[config.mk]
export PLATFORM = sky130hd
export DESIGN_NAME = wb_arbiter_2m_flat
export DESIGN_NICKNAME = d
export VERILOG_FILES = /design/src/rtl/wb_arbiter_2m_if.sv /design/src/rtl/wb_arbiter_2m.sv /design/src/flat_wrapper.sv
export SDC_FILE = /design/constraint.sdc
export NUM_CORES = 1
export LEC_CHECK = 0
export CAP_MARGIN = 20
export CORE_ASPECT_RATIO = 0.75
export CORE_MARGIN = 2
export CORE_UTILIZATION = 29
export CTS_CLUSTER_DIAMETER = 200
export DETAILED_ROUTE_END_ITERATION = 7
export PLACE_DENSITY = 0.82
export REMOVE_ABC_BUFFERS = 1
export SLEW_MARGIN = 30
export SYNTH_ARGS = -nofsm -noshare
export SYNTH_HDL_FRONTEND = slang
export SYNTH_SLANG_ARGS = --single-unit
export TNS_END_PERCENT = 20
[constraint.sdc]
create_clock -name wb_clk_i -period 2.84 [get_ports wb_clk_i]
set_input_delay 0.568 -clock wb_clk_i [delete_from_list [all_inputs] [get_ports wb_clk_i]]
set_output_delay 0.568 -clock wb_clk_i [all_outputs]
set_load 0.02 [all_outputs]
[src/rtl/wb_arbiter_2m_if.sv]
// Wishbone classic bus bundle for the 16-bit Zet bus (word address [20:1]).
// The "master" modport is the side that issues cycles; the "slave" modport
// is the side that answers them. dat_w carries write data towards the slave,
// dat_r carries read data back towards the master.
interface wb_arbiter_2m_if;
    logic [15:0] dat_w;
    logic [15:0] dat_r;
    logic [20:1] adr;
    logic [1:0]  sel;
    logic        we;
    logic        cyc;
    logic        stb;
    logic        ack;

    modport master (
        output dat_w, adr, sel, we, cyc, stb,
        input  dat_r, ack
    );

    modport slave (
        input  dat_w, adr, sel, we, cyc, stb,
        output dat_r, ack
    );
endinterface

[src/rtl/wb_arbiter_2m.sv]
// Two-master Wishbone arbiter for the Zet bus.
// Shares one downstream master port between m0 (CPU) and m1 (DMA / video
// fetch). A master keeps the bus for as long as it holds cyc, ties from idle
// are broken round-robin, and a watchdog forces an error acknowledge when the
// slave stalls a strobe for TIMEOUT cycles so a hung or unmapped slave can
// never lock up either master. TIMEOUT = 0 turns the watchdog off.
module wb_arbiter_2m #(
    parameter int unsigned     TO_W    = 8,
    parameter logic [TO_W-1:0] TIMEOUT = 8'd255
) (
    input  logic            wb_clk_i,
    input  logic            wb_rst_i,
    wb_arbiter_2m_if.slave  m0,
    wb_arbiter_2m_if.slave  m1,
    wb_arbiter_2m_if.master s,
    output logic [1:0]      gnt_o,
    output logic            to_err_o
);

    typedef enum logic [1:0] {
        IDLE = 2'd0,
        OWN0 = 2'd1,
        OWN1 = 2'd2
    } state_t;

    localparam logic WD_EN = (TIMEOUT != '0);

    state_t          state_q;
    state_t          state_d;
    logic            last_q;
    logic            last_d;
    logic [TO_W-1:0] cnt_q;
    logic [TO_W-1:0] cnt_d;
    logic            own_cyc;
    logic            own_stb;

    // Select the cyc/stb of whichever master currently owns the bus.
    always_comb begin
        own_cyc = 1'b0;
        own_stb = 1'b0;
        case (state_q)
            OWN0: begin
                own_cyc = m0.cyc;
                own_stb = m0.stb;
            end
            OWN1: begin
                own_cyc = m1.cyc;
                own_stb = m1.stb;
            end
            default: begin
                own_cyc = 1'b0;
                own_stb = 1'b0;
            end
        endcase
    end

    // A real slave ack in the same cycle always beats the watchdog.
    assign to_err_o = WD_EN && (cnt_q == TIMEOUT) && own_cyc && own_stb && !s.ack;

    // Next owner: hold while the owner keeps cyc, hand straight over to a
    // waiting master when it lets go, and alternate on ties from idle.
    always_comb begin
        state_d = state_q;
        case (state_q)
            IDLE: begin
                if (m0.cyc && m1.cyc) begin
                    state_d = last_q ? OWN0 : OWN1;
                end else if (m0.cyc) begin
                    state_d = OWN0;
                end else if (m1.cyc) begin
                    state_d = OWN1;
                end
            end
            OWN0: begin
                if (!m0.cyc) begin
                    state_d = m1.cyc ? OWN1 : IDLE;
                end
            end
            OWN1: begin
                if (!m1.cyc) begin
                    state_d = m0.cyc ? OWN0 : IDLE;
                end
            end
            default: begin
                state_d = IDLE;
            end
        endcase
    end

    // Remember who was granted most recently so the next tie goes the other way.
    always_comb begin
        last_d = last_q;
        if (state_d == OWN0 && state_q != OWN0) begin
            last_d = 1'b0;
        end else if (state_d == OWN1 && state_q != OWN1) begin
            last_d = 1'b1;
        end
    end

    // Count consecutive stalled strobe cycles of the current owner.
    always_comb begin
        cnt_d = cnt_q;
        if ((state_d != state_q) || !own_cyc || !own_stb || s.ack || to_err_o) begin
            cnt_d = '0;
        end else if (cnt_q != TIMEOUT) begin
            cnt_d = cnt_q + 1'b1;
        end
    end

    // Route the owner's request downstream and the slave's response back to it.
    always_comb begin
        gnt_o    = 2'b00;
        s.dat_w  = 16'h0000;
        s.adr    = 20'h00000;
        s.sel    = 2'b00;
        s.we     = 1'b0;
        s.cyc    = 1'b0;
        s.stb    = 1'b0;
        m0.ack   = 1'b0;
        m0.dat_r = 16'h0000;
        m1.ack   = 1'b0;
        m1.dat_r = 16'h0000;
        case (state_q)
            OWN0: begin
                gnt_o    = 2'b01;
                s.dat_w  = m0.dat_w;
                s.adr    = m0.adr;
                s.sel    = m0.sel;
                s.we     = m0.we;
                s.cyc    = m0.cyc;
                s.stb    = m0.cyc && m0.stb && !to_err_o;
                m0.ack   = (s.ack || to_err_o) && m0.cyc && m0.stb;
                m0.dat_r = to_err_o ? 16'hFFFF : s.dat_r;
            end
            OWN1: begin
                gnt_o    = 2'b10;
                s.dat_w  = m1.dat_w;
                s.adr    = m1.adr;
                s.sel    = m1.sel;
                s.we     = m1.we;
                s.cyc    = m1.cyc;
                s.stb    = m1.cyc && m1.stb && !to_err_o;
                m1.ack   = (s.ack || to_err_o) && m1.cyc && m1.stb;
                m1.dat_r = to_err_o ? 16'hFFFF : s.dat_r;
            end
            default: begin
                gnt_o = 2'b00;
            end
        endcase
    end

    // Grant, round-robin and watchdog state; reset abandons any open cycle.
    always_ff @(posedge wb_clk_i) begin
        if (wb_rst_i) begin
            state_q <= IDLE;
            last_q  <= 1'b1;
            cnt_q   <= '0;
        end else begin
            state_q <= state_d;
            last_q  <= last_d;
            cnt_q   <= cnt_d;
        end
    end

    // The bus is never granted to both masters at once.
    a_gnt_onehot: assert property (@(posedge wb_clk_i) disable iff (wb_rst_i) $onehot0(gnt_o));

    // At most one master is acknowledged in any cycle.
    a_ack_excl: assert property (@(posedge wb_clk_i) disable iff (wb_rst_i) !(m0.ack && m1.ack));

endmodule

[src/flat_wrapper.sv]
// flat-port wrapper written by rule: the top's interface ports become plain ports
module wb_arbiter_2m_flat 
#(
    parameter int unsigned     TO_W    = 8,
    parameter logic [TO_W-1:0] TIMEOUT = 8'd255
)
  (wb_clk_i, wb_rst_i, gnt_o, to_err_o, m0_dat_w, m0_adr, m0_sel, m0_we, m0_cyc, m0_stb, m0_dat_r, m0_ack, m1_dat_w, m1_adr, m1_sel, m1_we, m1_cyc, m1_stb, m1_dat_r, m1_ack, s_dat_w, s_adr, s_sel, s_we, s_cyc, s_stb, s_dat_r, s_ack);
  wb_arbiter_2m_if m0_i ();
  wb_arbiter_2m_if m1_i ();
  wb_arbiter_2m_if s_i ();
  input  logic wb_clk_i;
  input  logic wb_rst_i;
  output logic [1:0] gnt_o;
  output logic to_err_o;
  input wire logic [$bits(m0_i.dat_w)-1:0] m0_dat_w;
  input wire logic [$bits(m0_i.adr)-1:0] m0_adr;
  input wire logic [$bits(m0_i.sel)-1:0] m0_sel;
  input wire logic [$bits(m0_i.we)-1:0] m0_we;
  input wire logic [$bits(m0_i.cyc)-1:0] m0_cyc;
  input wire logic [$bits(m0_i.stb)-1:0] m0_stb;
  output wire logic [$bits(m0_i.dat_r)-1:0] m0_dat_r;
  output wire logic [$bits(m0_i.ack)-1:0] m0_ack;
  input wire logic [$bits(m1_i.dat_w)-1:0] m1_dat_w;
  input wire logic [$bits(m1_i.adr)-1:0] m1_adr;
  input wire logic [$bits(m1_i.sel)-1:0] m1_sel;
  input wire logic [$bits(m1_i.we)-1:0] m1_we;
  input wire logic [$bits(m1_i.cyc)-1:0] m1_cyc;
  input wire logic [$bits(m1_i.stb)-1:0] m1_stb;
  output wire logic [$bits(m1_i.dat_r)-1:0] m1_dat_r;
  output wire logic [$bits(m1_i.ack)-1:0] m1_ack;
  output wire logic [$bits(s_i.dat_w)-1:0] s_dat_w;
  output wire logic [$bits(s_i.adr)-1:0] s_adr;
  output wire logic [$bits(s_i.sel)-1:0] s_sel;
  output wire logic [$bits(s_i.we)-1:0] s_we;
  output wire logic [$bits(s_i.cyc)-1:0] s_cyc;
  output wire logic [$bits(s_i.stb)-1:0] s_stb;
  input wire logic [$bits(s_i.dat_r)-1:0] s_dat_r;
  input wire logic [$bits(s_i.ack)-1:0] s_ack;
  assign m0_i.dat_w = m0_dat_w;
  assign m0_i.adr = m0_adr;
  assign m0_i.sel = m0_sel;
  assign m0_i.we = m0_we;
  assign m0_i.cyc = m0_cyc;
  assign m0_i.stb = m0_stb;
  assign m0_dat_r = m0_i.dat_r;
  assign m0_ack = m0_i.ack;
  assign m1_i.dat_w = m1_dat_w;
  assign m1_i.adr = m1_adr;
  assign m1_i.sel = m1_sel;
  assign m1_i.we = m1_we;
  assign m1_i.cyc = m1_cyc;
  assign m1_i.stb = m1_stb;
  assign m1_dat_r = m1_i.dat_r;
  assign m1_ack = m1_i.ack;
  assign s_dat_w = s_i.dat_w;
  assign s_adr = s_i.adr;
  assign s_sel = s_i.sel;
  assign s_we = s_i.we;
  assign s_cyc = s_i.cyc;
  assign s_stb = s_i.stb;
  assign s_i.dat_r = s_dat_r;
  assign s_i.ack = s_ack;
  wb_arbiter_2m #(.TO_W(TO_W), .TIMEOUT(TIMEOUT)) u_core (.wb_clk_i(wb_clk_i), .wb_rst_i(wb_rst_i), .m0(m0_i), .m1(m1_i), .s(s_i), .gnt_o(gnt_o), .to_err_o(to_err_o));
endmodule
==> results.md, run 1 <==
* Status: finished clean
* Post-synth top area share at 0.172
* Critical Path End Type: primary output
* Clock transition at path regs at 0.04 ns
* Register area share after synthesis at 0.130
* DP HPWL at 6.37 mm
* Mapped Avg Cell Area at 7.41 µm²
* GPL Wtd Cong at 0.898
* Drt drc at 0
* Synth Warn # at 0
* Commonest non-fill, non-tap cell in the layout: clkdlybuf4s50_1
* CTS tree: done
* Worst path max stage delay at 0.31 ns
* Vert. Die Dim at 70.3 µm
* Worst Hold Class: reg -> reg
* Worst skew pair latency at 0.24 ns
* Grt met1 use at 0.285
* Max_cap viols at 0
* Met2 Track Usage GR at 0.422
* I/O pins at 179
* Wire length per cell at 16.8 µm
* Crit Path Max Fanout at 10
* Fraction of layout cells with a size suffix above 1 at 0.160
* Final hold slack at 0.542 ns
* #FFs+latches synth at 11
* GRT overflow at 0
* First-pass GRT wire length at 12.4 mm
* Static leakage at 1.50 nW
* Fin. Hold Viols at 0
* CP Launch Type: input pin
* GRT Total Usage at 0.236
* Clock buffer depth at 2
* Largest cells by area after synthesis: a22oi_1, nor2b_1, o21a_1
* Crit share post-route at 0.967
* CTS H-tree lvls at 1
* Root buf cell: clkbuf_8
* Port buffer count at 178
* Global-route met3 utilization at 0.0464
* # diodes at 0
* FF/Latch Area at 228 µm²
* Pins over their slew limit at 0
* Max frequency at 364 MHz
* Area leader, netlist: a22oi_1
* Final setup fails at 0
* Unrepaired setup endpoints after global routing: false
* Largest net degree at the start of global routing at 51
* Num CTS Buffers at 3
* Initial Utilization at 0.296
* Die area at 0.00649 mm²
* Iter 0 DRT Violations at 109
* Arrival time worst endpoint at 2.18 ns
* Required @ worst endpoint at 2.27 ns
* Vias post-DR at 2,559
* Most frequent cells in the layout: clkdlybuf4s50_1, nor2b_1, a22oi_1
* Pre-Repair DR Iteration Count at 4
* Fillers at 463
* Fraction of registers with async set/reset at 0
* WL final at 8.47 mm
* Main synth FF type: dfxtp_1
* CTS Sinks at 11
* Global route hottest layer: met2
* Core ar. at 0.00574 mm²
* CP max-delay cell: clkdlybuf4s15_1
* Synth Cell Area at 0.00170 mm²
* Skew final at 0.00559 ns
* Rows at 24
* Relative slew slack at 0.685
* WS Path Type: in -> out
* Area grow syn2layout at 130%
* Maximum vdd ir drop at 0.190 mV
* Worst slew pin tran at 0.473 ns
* Via count of the first global-routing pass at 2,474
* Crit-path most repeated cell: buf_4
* Die X at 92.4 µm
* Number of routed nets with antenna violations at 0
* Cell Pwr Density at 378 mW/mm²
* Via density at 5.09
* Post-synthesis cell count at 229
* Final min period at 2.75 ns
* Post-synth EDFFs at 0
* Area of the multi-input gates at 0.00145 mm²
* Post-synth cell types at 45
* Total Nets Final at 534
* CP Cell Sequence: dlygate4sd2_1 > a22o_1 > nand4b_1 > nor3_4 > buf_4 > buf_4 > o21a_1 > clkdlybuf4s15_1
* Initial antenna violation count at 0
* Setup TNS at 0 ns
[cells by family after synthesis]
kind of cell,Yosys count,synth area share
AOI/OAI and AO/OA,90,0.400
buffers and inverters,27,0.0678
and+or+nand+nor,89,0.321
muxes,2,0.0140
xor gates and xnor gates,3,0.0155
adders and majority gates,7,0.0516
DFF,11,0.130
[per-layer routing]
metal,share of wire,vias up
met5,0,-
met4,0.027,0
met3,0.068,21
met2,0.48,119
met1,0.42,1177
li1,-,1242
[power breakdown]
group / total, mW / leakage, nW / switching, mW / internal (mW)
Combinational: 1.14 / 1.38 / 0.572 / 0.566
Sequential: 0.184 / 0.0905 / 0.0158 / 0.169
Clock: 0.155 / 0.0228 / 0.0565 / 0.0983
Total: 1.48 / 1.50 / 0.644 / 0.833
[final timing paths]
kind	startpoint	to	slack, ns	depth (start not counted)
worst max-delay path	m0_stb	m1_dat_r[8]	0.09	8
worst min-delay path	u_core.last_q	u_core.last_q	0.54	2
worst max register to register	u_core.state_q[0]	u_core.cnt_q[7]	0.19	14
worst min register to register	u_core.last_q	u_core.last_q	0.54	2
[metrics by stage]
step	utilization	instances	instance area, µm²	worst slack [ns]	total power [mW]
floorplan	-	208	1610	-1.51	0.758
global route	0.682	503	3910	0.00262	1.56
finish	0.682	503	3910	0.0947	1.48
global placement	0.636	483	3650	-0.334	1.28
detailed placement	0.636	483	3650	-0.366	1.29
CTS	0.668	503	3830	-0.0833	1.43
[area by class of cell]
type / count / share of cell area
timing repair buffer: 213 / 0.527
clock buffer: 4 / 0.0115
sequential: 11 / 0.0582
inverter: 6 / 0.00704
tap: 78 / 0.0250
multi-input combinational: 191 / 0.371
[sequential cells by signal (all words and copies together), names as in the netlist]
name	flops
u_core.cnt_q	8
u_core.state_q	2
u_core.last_q	1
[Yosys cell counts, types with 2 or more instances]
master and count:
nand4_1 2, clkbuf_1 15, buf_4 3, a31oi_1 2
a22o_1 2, o211ai_1 2, nor2b_1 40, o21ai_0 4
buf_2 2, nor4_2 3, dfxtp_1 11, o21a_1 33
nand3_1 7, nand2_1 7, ha_1 7, nor3_1 7
nor2_1 9, inv_1 6, xnor2_1 2, nand4b_1 2
a22oi_1 39
[critical path, delay by kind of cell]
kind,cells,cell delay (ns)
simple gates,2,0.44
buf+inv,4,0.87
compound gates,2,0.29
[timing repair]
item,CTS,global route
setup endpoints to repair,51,65
hold buffers,0,0
gates resized for setup,91,18
pin swaps,5,6
buffers inserted,15,2
gates cloned,1,0
Note: power is estimated with default switching activity, not from simulation.
==> inputs of run 2 (changes only) <==
Settings changed: CTS_CLUSTER_DIAMETER 200 to 100.
==> results of run 2 <==
The final DEF is identical to that of run 1; final timing and power are the same.
